File: config.mk
export PLATFORM = sky130hd
export DESIGN_NAME = axis_fifo_tx
export DESIGN_NICKNAME = d
export VERILOG_FILES = /design/src/rtl/accel_pkg.sv /design/src/rtl/axis_out_reg.sv /design/src/rtl/axis_fifo_tx.sv
export SDC_FILE = /design/constraint.sdc
export NUM_CORES = 1
export LEC_CHECK = 0
export CAP_MARGIN = 20
export CORE_AREA = 2 2 92 94
export DETAILED_ROUTE_END_ITERATION = 12
export DIE_AREA = 0 0 94 96
export GPL_TIMING_DRIVEN = 0
export MAX_ROUTING_LAYER = met4
export PLACE_DENSITY = 0.84
export SYNTH_ARGS = -nofsm -noshare
export SYNTH_HDL_FRONTEND = slang
export SYNTH_SLANG_ARGS = --single-unit
File: constraint.sdc
create_clock -name clk -period 6.1 [get_ports clk]
set_clock_uncertainty 0.15 [all_clocks]
set_input_delay 0.915 -clock clk [delete_from_list [all_inputs] [get_ports clk]]
set_output_delay 0.915 -clock clk [all_outputs]
set_load 0.1 [all_outputs]
File: src/rtl/accel_pkg.sv
// Shared types and default sizes for the accelerator output path.
package accel_pkg;

  localparam int TX_WIDTH    = 32;
  localparam int TX_LEN_BITS = 16;

  typedef enum logic [1:0] {
    TX_IDLE,
    TX_STREAM,
    TX_FLUSH
  } tx_state_t;

endpackage : accel_pkg

File: src/rtl/axis_out_reg.sv
// AXIS output register slot: one beat of storage, 1-cycle load-to-valid latency.
// A load wins over an ack, so a pop and a handshake in the same cycle keep tvalid high.
module axis_out_reg #(
  parameter int WIDTH = 32
) (
  input  logic             clk,
  input  logic             rst_n,
  input  logic             load,
  input  logic [WIDTH-1:0] load_data,
  input  logic             load_last,
  input  logic             ack,
  output logic             tvalid,
  output logic [WIDTH-1:0] tdata,
  output logic             tlast
);

  always_ff @(posedge clk or negedge rst_n) begin
    if (!rst_n) begin
      tvalid <= 1'b0;
      tdata  <= '0;
      tlast  <= 1'b0;
    end else if (load) begin
      tvalid <= 1'b1;
      tdata  <= load_data;
      tlast  <= load_last;
    end else if (ack) begin
      // tdata deliberately holds its last value after the handshake
      tvalid <= 1'b0;
      tlast  <= 1'b0;
    end
  end

endmodule : axis_out_reg

File: src/rtl/axis_fifo_tx.sv
// Pops a programmed number of words from a show-ahead fifo onto AXIS; fifo word to tvalid is 1 cycle.
// Pops only when the output slot is free, so tready low stalls the fifo without loss or duplication.
module axis_fifo_tx
  import accel_pkg::*;
#(
  parameter int WIDTH    = TX_WIDTH,
  parameter int LEN_BITS = TX_LEN_BITS
) (
  input  logic                clk,
  input  logic                rst_n,
  input  logic                start,
  input  logic [LEN_BITS-1:0] frame_len,
  input  logic                fifo_empty,
  input  logic [WIDTH-1:0]    fifo_data,
  output logic                fifo_pop,
  output logic                m_axis_tvalid,
  output logic [WIDTH-1:0]    m_axis_tdata,
  output logic                m_axis_tlast,
  input  logic                m_axis_tready,
  output logic                busy,
  output logic                done,
  output logic [LEN_BITS-1:0] beat_cnt
);

  tx_state_t           state, state_nxt;
  logic [LEN_BITS-1:0] len;
  logic [LEN_BITS-1:0] issued;
  logic                slot_free;
  logic                last_pop;
  logic                hs;
  logic                accept;
  logic                done_nxt;

  assign slot_free = !m_axis_tvalid || m_axis_tready;
  assign hs        = m_axis_tvalid && m_axis_tready;
  assign accept    = (state == TX_IDLE) && start;
  assign busy      = (state != TX_IDLE);

  assign fifo_pop  = (state == TX_STREAM) && !fifo_empty && slot_free && (issued != len);
  assign last_pop  = fifo_pop && (issued == len - LEN_BITS'(1));

  always_ff @(posedge clk or negedge rst_n) begin
    if (!rst_n) begin
      state <= TX_IDLE;
      done  <= 1'b0;
    end else begin
      state <= state_nxt;
      done  <= done_nxt;
    end
  end

  always_comb begin
    state_nxt = state;
    done_nxt  = 1'b0;
    case (state)
      TX_IDLE: begin
        if (start) begin
          if (frame_len != '0) state_nxt = TX_STREAM;
          else                 done_nxt  = 1'b1;
        end
      end
      TX_STREAM: begin
        if (last_pop) state_nxt = TX_FLUSH;
      end
      TX_FLUSH: begin
        if (hs && m_axis_tlast) begin
          done_nxt  = 1'b1;
          state_nxt = TX_IDLE;
        end
      end
      default: state_nxt = TX_IDLE;
    endcase
  end

  always_ff @(posedge clk or negedge rst_n) begin
    if (!rst_n) begin
      len      <= '0;
      issued   <= '0;
      beat_cnt <= '0;
    end else if (accept) begin
      len      <= frame_len;
      issued   <= '0;
      beat_cnt <= '0;
    end else begin
      if (fifo_pop) issued   <= issued + LEN_BITS'(1);
      if (hs)       beat_cnt <= beat_cnt + LEN_BITS'(1);
    end
  end

  axis_out_reg #(
    .WIDTH (WIDTH)
  ) u_out_reg (
    .clk       (clk),
    .rst_n     (rst_n),
    .load      (fifo_pop),
    .load_data (fifo_data),
    .load_last (last_pop),
    .ack       (hs),
    .tvalid    (m_axis_tvalid),
    .tdata     (m_axis_tdata),
    .tlast     (m_axis_tlast)
  );

endmodule : axis_fifo_tx
## After elaboration in Yosys (flattened, before gate mapping)

Cells that the tools add are included.

- Bits in registers: 85
- Word-level logic and storage cells: 52
- Output and inout bits: 53
- Bits of input ports: 53

- Equality and inequality tests: 8
- Muxes and demuxes: 16
- Reduce and logical (&&, ||, !) cells: 17
- Add/sub/neg operators: 3

Operators with widths:

| operator | number |
|---|---|
| 16-bit two-way mux | 4 |
| 16-bit by 1-bit adder with 16-bit output, second input constant | 2 |
| 16-bit == test | 1 |
| 16-bit inequality test | 1 |
| 16-bit nonzero test | 1 |
| 16-bit by 1-bit subtractor with 16-bit output, second input constant | 1 |
| 2-bit two-way mux | 4 |
| 2-bit nonzero test | 4 |
| 1-bit logical AND | 7 |
| 1-bit two-way mux | 6 |
| 2-bit one-hot mux with 3 select lines | 1 |
| 2-bit by 1-bit inequality test with 1-bit output, second input constant | 2 |
| 2-bit inequality test, second input constant | 2 |
| 4-bit AND reduction | 1 |
| 2-bit by 1-bit == test with 1-bit output, second input constant | 1 |
| 2-bit == test, second input constant | 1 |
| 1-bit logical NOT | 2 |
| 2-bit logical NOT | 1 |
| 1-bit one-hot mux with 2 select lines | 1 |
| 1-bit logical OR | 1 |

## Logic depth before layout (Yosys ltp)

Gate-level depths: netlist of run 1.

- Depth in word-level cells: 7
- Mapped depth: 10
- Mapped depth without buffers: 9

## By module

Synthesis of run 1 repeated with hierarchy kept, for this count alone.

- Cells, all modules: 440
- Area, all modules: 4549.4 µm²

Modules (own cells, without submodules):

| module | area each (µm²) | cells an instance | seq. area each (µm²) | times used |
|---|---|---|---|---|
| axis_fifo_tx | 3146.8 | 366 | 1276.2 | 1 |
| axis_out_reg | 1402.6 | 74 | 850.8 | 1 |

## Least setup slack after synthesis of run 1

Ideal clock, no wire load.

- Path type: input port to output port
- Start: input m_axis_tready
- End: output fifo_pop
- Buffers on the path: 1
- Data required time: 5.035 ns
- Stages on the path: 5
- Arrival: 2.548 ns
- Setup slack: 2.487 ns
- Path through: nand2b_1 nand3_1 a21o_1 inv_2 buf_1

- Cells in the longest elaborated chain, start to end: 3

RTL lines:

| element | RTL line | RTL |
|---|---|---|
| from (decl) | axis_fifo_tx.sv:19 | `input logic m_axis_tready,` |
| 1-bit logical OR | axis_fifo_tx.sv:34 | `assign slot_free = !m_axis_tvalid \|\| m_axis_tready;` |
| 1-bit logical AND (2 in a row) | axis_fifo_tx.sv:39 | `assign fifo_pop = (state == TX_STREAM) && !fifo_empty && slot_free && (issued != len);` |
| to (decl) | axis_fifo_tx.sv:15 | `output logic fifo_pop,` |

Every way passes these cells.

## Final worst setup path of run 1

Ends and elaborated chain as after synthesis.

==> results_dict.tcl, run 1 <==
set metrics [dict create \
    status "completed" \
    relSlewSlack 0.325 \
    critPathKind "input port to output port" \
    max_slew.worst_pin.slew_ns 1.01 \
    ctsResizeCount 0 \
    drv_slew 0 \
    drc 0 \
    num_rows 33 \
    grt_pass1_vias 3532 \
    setup_viol 0 \
    vias_per_cell 5.40 \
    start_util 0.520 \
    synth_area_leaders "dfrtp_1 (51%), mux2_1 (12%), xor2_1 (6.3%)" \
    cts_setup_buffers 0 \
    synthToLayoutAreaGrowth_pct 33.4 \
    cp_max_fo 10 \
    rsz0062_at_grt "no" \
    synth_most_common_cell "dfrtp_1" \
    rrSetupSlack_ns 2.95 \
    numClockSinks 85 \
    cts_tree "built" \
    drt_iter0_markers 188 \
    start_kind "input port" \
    diodes 0 \
    hpwl_um 7480 \
    worst_ep_required_time_ns 5.03 \
    syn_avg_cell_area_sq_um 10.9 \
    power_density_nw_per_um2 351 \
    pre_cts_ws_ns 1.17 \
    chipWidth_um 94 \
    whs_ns 0.247 \
    grt_max_degree 73 \
    final_layout_size_suffix_gt1_frac 0.0494 \
    peakVddDrop_uv 476 \
    finalHoldViolCount 0 \
    io_buffer_count 105 \
    synth_nets 440 \
    wl_per_cell_um 16.4 \
    setup_tns_ns 0 \
    min_period_ns 4.92 \
    antenna_found_initial 0 \
    yosys.area.top_type "dfrtp_1" \
    yosys-top-cells-count "dfrtp_1 (85), mux2_1 (44), nor2_1 (39), xor2_1 (30), xnor2_1 (27)" \
    gr-total-overflow 0 \
    place_congestion 0.959 \
    grt_usage 0.247 \
    vias 3301 \
    synthCells 384 \
    ant_nets 0 \
    grt_pass1_wl_um 16900 \
    async_flop_share 1.00 \
    max_freq_ghz 0.203 \
    num_io_pins 106 \
    hp-class "input port to asynchronous set/reset pin" \
    drt_pre_antenna_iters 4 \
    cap_viol_max_count 0 \
    clock_latency_ns 0.35 \
    totalWireLength_um 10000 \
    dieHeight_um 96 \
    ys_warn_count 0 \
    core_sq_um 8050 \
    cts_root_buf "clkbuf_8" \
    syn_area_sq_um 4180 \
    clockBufferDepth 2 \
    holdBufCountCts 0 \
    fin_ws_ns 1.18 \
    cts_made_buffers 9 \
    synth_flop_cell "dfrtp_1" \
    synth_cell_types 42 \
    critPathCaptureType "output port" \
    fin_nets 557 \
    synth-seq-cells 85 \
    h-tree-depth 3 \
    period_share 0.806 \
    p_leak_nw 2.31 \
    synth_edf_count 0 \
    synth_top_area_frac 0.509 \
    arrival_ns 3.85 \
    post-route-util 0.693 \
    synth_seq_area_share 0.509 \
    dieArea_sq_um 9020 \
    path_clk_slew_ns 0.10 \
]
-- metrics by stage --
| step | instance area, sq um | total power (W) | instances |
|---|---|---|---|
| finish | 5580 | 0.00196 | 611 |
| global placement | 5370 | 0.00155 | 594 |
| CTS | 5580 | 0.00197 | 611 |
| floorplan | 4180 | 0.00134 | 384 |
| detailed placement | 5390 | 0.00158 | 595 |
| global route | 5580 | 0.00205 | 611 |
-- logic make-up after synthesis --
kind of cell    Yosys count  synth area share
simple gates            136             0.168
flops                    85             0.509
xor+xnor                 57             0.119
mux                      46             0.123
buf+inv                  31            0.0299
compound gates           26            0.0422
fa+ha+maj                 3           0.00897
-- critical path, stage by stage --
cell	delay (ns)
clkdlybuf4s50_1	0.47
nand2b_1	0.12
nand3_1	0.12
a21o_1	0.27
inv_2	0.18
buf_1	0.52
clkdlybuf4s50_1	1.25
-- sequential cells by signal (all words and copies together), names as in the netlist --
register          count
beat_cnt             16
issued               16
len                  16
u_out_reg.tdata      32
state                 2
done                  1
u_out_reg.tvalid      1
u_out_reg.tlast       1
-- cell usage in the layout, fill, tap and decap left out, drive strengths merged, types with 13 or more instances in the layout --
master         instances
inv                   15
clkdlybuf4s50        104
mux2                  44
nand3                 16
nand2                 24
nor4                  13
nor2                  39
xnor2                 27
dfrtp                 85
clkbuf                23
xor2                  30
-- routing by layer --
metal | vias to the layer above | global-route usage | share of wire
met3 | 13 | 0.0439 | 0.045
met2 | 84 | 0.398 | 0.50
met1 | 1628 | 0.317 | 0.44
li1 | 1576 | - | -
met5 | - | - | 0
met4 | 0 | 0.0894 | 0.014
-- report_power, final --
group	internal (W)	leakage [nW]	switching, W
clock	0.000167	0.0996	0.000223
combinational	0.000244	1.15	0.000592
sequential	0.000648	1.06	0.0000839
-- cell type report --
class	count	area [sq um]
inverters	12	45.0
multi-input cells	268	1930
clock buffers	10	138
repair buffers	106	1080
flip-flops and latches	85	2130
plain buffers	19	80.1
well taps	105	131
clock inverters	6	51.3
fillers	600	2470
-- final timing paths --
path | start | endpoint | cells after the start
max | m_axis_tready | fifo_pop | 7
min | rst_n | u_out_reg.tdata[7]$_DFFE_PN0P_ | 1
max reg2reg | len[0]$_DFFE_PN0P_ | state[0]$_DFFE_PN0P_ | 9
min reg2reg | u_out_reg.tdata[15]$_DFFE_PN0P_ | u_out_reg.tdata[15]$_DFFE_PN0P_ | 1
max in group asynchronous | rst_n | len[3]$_DFFE_PN0P_ | 2
min in group clk | u_out_reg.tdata[15]$_DFFE_PN0P_ | u_out_reg.tdata[15]$_DFFE_PN0P_ | 1
Power figures use the tool's default switching activity.
==> run 2: changes to the inputs <==
Settings changed: CORE_AREA 2 2 92 94 to 2 2 100 102, DIE_AREA 0 0 94 96 to 0 0 102 104, PLACE_DENSITY 0.84 to 0.76.
Clock period 6.1 ns to 4.4 ns, I/O delays scaled along.
==> run 2 against run 1 <==
Compared with the run above:
- critical path depth is 1 higher
- sequential power grew 39%
- highest routed layer unchanged
- wire length fell by 0.84%
- clock-buffer cell count is 2 higher
- register-to-register slack got worse by 1.7 ns
- via count down 1.3%
- non-clock buffer count unchanged
==> results_dict.tcl, run 2 (same netlist as run 1, synthesis figures left out) <==
set metrics [dict create \
    highest_layer "met4" \
    num_rows 36 \
    setup_tns_ns 0 \
    max_slew.worst_pin.slew_ns 0.991 \
    finalHoldViolCount 0 \
    place_congestion 0.886 \
    seqPwrFrac 0.379 \
    fin_nets 557 \
    cts_made_buffers 9 \
    worstReg2RegStart "len[1]$_DFFE_PN0P_" \
    setup_viol 0 \
    core_sq_um 9550 \
    place_area_sq_um 5430 \
    h-tree-depth 3 \
    ant_nets 0 \
    clock_latency_ns 0.37 \
    path_cells "clkbuf_1 -> xnor2_1 -> nand4_1 -> nor4_1 -> a21o_1 -> inv_2 -> buf_1 -> dlygate4sd2_1" \
    critPathCaptureType "output port" \
    clockBufferDepth 2 \
    critPathTopFamily "buffers and inverters" \
    cp_num_buf_inv 4 \
    drv_slew 0 \
    cts_root_buf "clkbuf_8" \
    pwr-share-clk 0.193 \
    holdBufCountCts 0 \
    start_kind "flip-flop" \
    antenna_found_initial 0 \
    path_clk_slew_ns 0.09 \
    totalWireLength_um 9930 \
    wl_met2_um 4900 \
    rrSetupSlack_ns 1.27 \
    largest_reg_flops 32 \
    arrival_ns 3.27 \
    critPathCapture "fifo_pop" \
    diodes 0 \
    cts_tree "built" \
    intPower_w 0.00147 \
    crit_path_start "issued[5]$_DFFE_PN0P_" \
    final_layout_size_suffix_gt1_frac 0.0474 \
    dieHeight_um 104 \
    rsz0062_at_grt "no" \
    swShare 0.453 \
    timing.rr.end "state[0]$_DFFE_PN0P_" \
    wl_met3_um 516 \
    critPathMaxStageDelay_ns 0.93 \
    synthToLayoutAreaGrowth_pct 33.9 \
    wl_met1_um 4390 \
    wl_per_cell_um 15.5 \
    max_freq_ghz 0.245 \
    critPathKind "flip-flop to output port" \
    gr-total-overflow 0 \
    max_flop_register "u_out_reg.tdata" \
    start_util 0.438 \
    peakVddDrop_uv 531 \
    dieArea_sq_um 10600 \
    drt_iter0_markers 154 \
    grt_usage 0.208 \
    post-route-util 0.587 \
    hp-class "input port to asynchronous set/reset pin" \
    vias_per_cell 5.10 \
    cp_slowest_cell "dlygate4sd2_1" \
    cp_max_fo 10 \
    final_cell_mix "clkdlybuf4s50_1 (103), dfrtp_1 (85), mux2_1 (44)" \
    drc 0 \
    rr_worst_depth 9 \
    io_buffer_count 105 \
    p_leak_nw 2.30 \
    hpwl_um 7430 \
    status "completed" \
    grt_max_degree 67 \
    combPwrFrac 0.428 \
    cp.depth 8 \
    grt_pass1_vias 3450 \
    fin_area_sq_um 5600 \
    vias 3257 \
    switching_power_w 0.00121 \
    grt_pass1_wl_um 16900 \
    relSlewSlack 0.337 \
    numClockSinks 85 \
    final_common_cell "clkdlybuf4s50_1" \
    chipWidth_um 102 \
    power_density_nw_per_um2 479 \
    cap_viol_max_count 0 \
    num_io_pins 106 \
    period_share 0.928 \
    drt_pre_antenna_iters 4 \
    worst_ep_required_time_ns 3.59 \
    min_period_ns 4.08 \
]
-- run 2: changes by cell type in the layout (fill, tap and decap cells not counted), sizes merged --
cell	delta
clkbuf	+2
clkinv	+1
inv	-4
clkinvlp	+1
clkdlybuf4s50	-1
dlygate4sd2	+1
-- run 2: repair_timing --
| item | 4_1_cts | 5_1_grt |
|---|---|---|
| endpoints found under the setup margin | 1 | 0 |
| setup buffers | 0 | 0 |
| resized for setup | 1 | 0 |
-- run 2: through the flow --
step | worst slack [ns] | cells | hold WS, ns | power (W)
after detailed placement | 0.0211 | 623 | 0.325 | 0.00218
final | 0.319 | 639 | 0.0213 | 0.00268
after global routing | 0.125 | 639 | 0.0257 | 0.00282
after CTS | 0.279 | 639 | 0.0255 | 0.00271
after global placement | -0.533 | 622 | 0.317 | 0.00216
after floorplan | 1.10 | 384 | 0.214 | 0.00186
-- run 2: cell type report --
type / count / area, sq um
well taps: 133 / 166
multi-input cells: 268 / 1930
inverters: 12 / 45.0
fillers: 866 / 3950
repair buffers: 106 / 1070
clock buffers: 12 / 155
clock inverters: 4 / 22.5
plain buffers: 19 / 80.1
flip-flops and latches: 85 / 2130
-- run 2: how the worst min path moves through the flow --
stage                               startpoint                              end  slack (ns)  depth (start not counted)
6_report                                 rst_n  u_out_reg.tdata[24]$_DFFE_PN0P_        0.02                          1
5_1_grt                                  rst_n               len[3]$_DFFE_PN0P_        0.03                          1
4_1_cts                                  rst_n  u_out_reg.tdata[24]$_DFFE_PN0P_        0.03                          1
3_5_place_dp    u_out_reg.tdata[3]$_DFFE_PN0P_   u_out_reg.tdata[3]$_DFFE_PN0P_        0.32                          1
3_3_place_gp   u_out_reg.tdata[11]$_DFFE_PN0P_  u_out_reg.tdata[11]$_DFFE_PN0P_        0.32                          1
2_1_floorplan                            rst_n          beat_cnt[0]$_DFFE_PN0P_        0.21                          0
-- run 2: worst reg2reg max path, stage by stage, from the launching register on --
cell	delay, ns
dfrtp_1	0.45
inv_1	0.11
ha_1	0.24
nor3b_2	0.42
xnor2_1	0.12
or4_1	0.55
a2111oi_2	0.23
o2111ai_1	0.19
a2111o_1	0.38
nor3b_2	0.18
-- run 2: metal layers --
layer,global-route usage,vias up
met4,0.0571,0
met1,0.272,1608
met5,-,-
met3,0.0571,10
li1,-,1570
met2,0.319,69
-- run 2: power groups by stage --
stage	combinational, W	clock, W	sequential, W
floorplan	0.000315	0	0.00154
detailed placement	0.00115	0	0.00103
finish	0.00115	0.000517	0.00102
global route	0.00122	0.000561	0.00103
CTS	0.00116	0.000532	0.00102
global placement	0.00114	0	0.00102
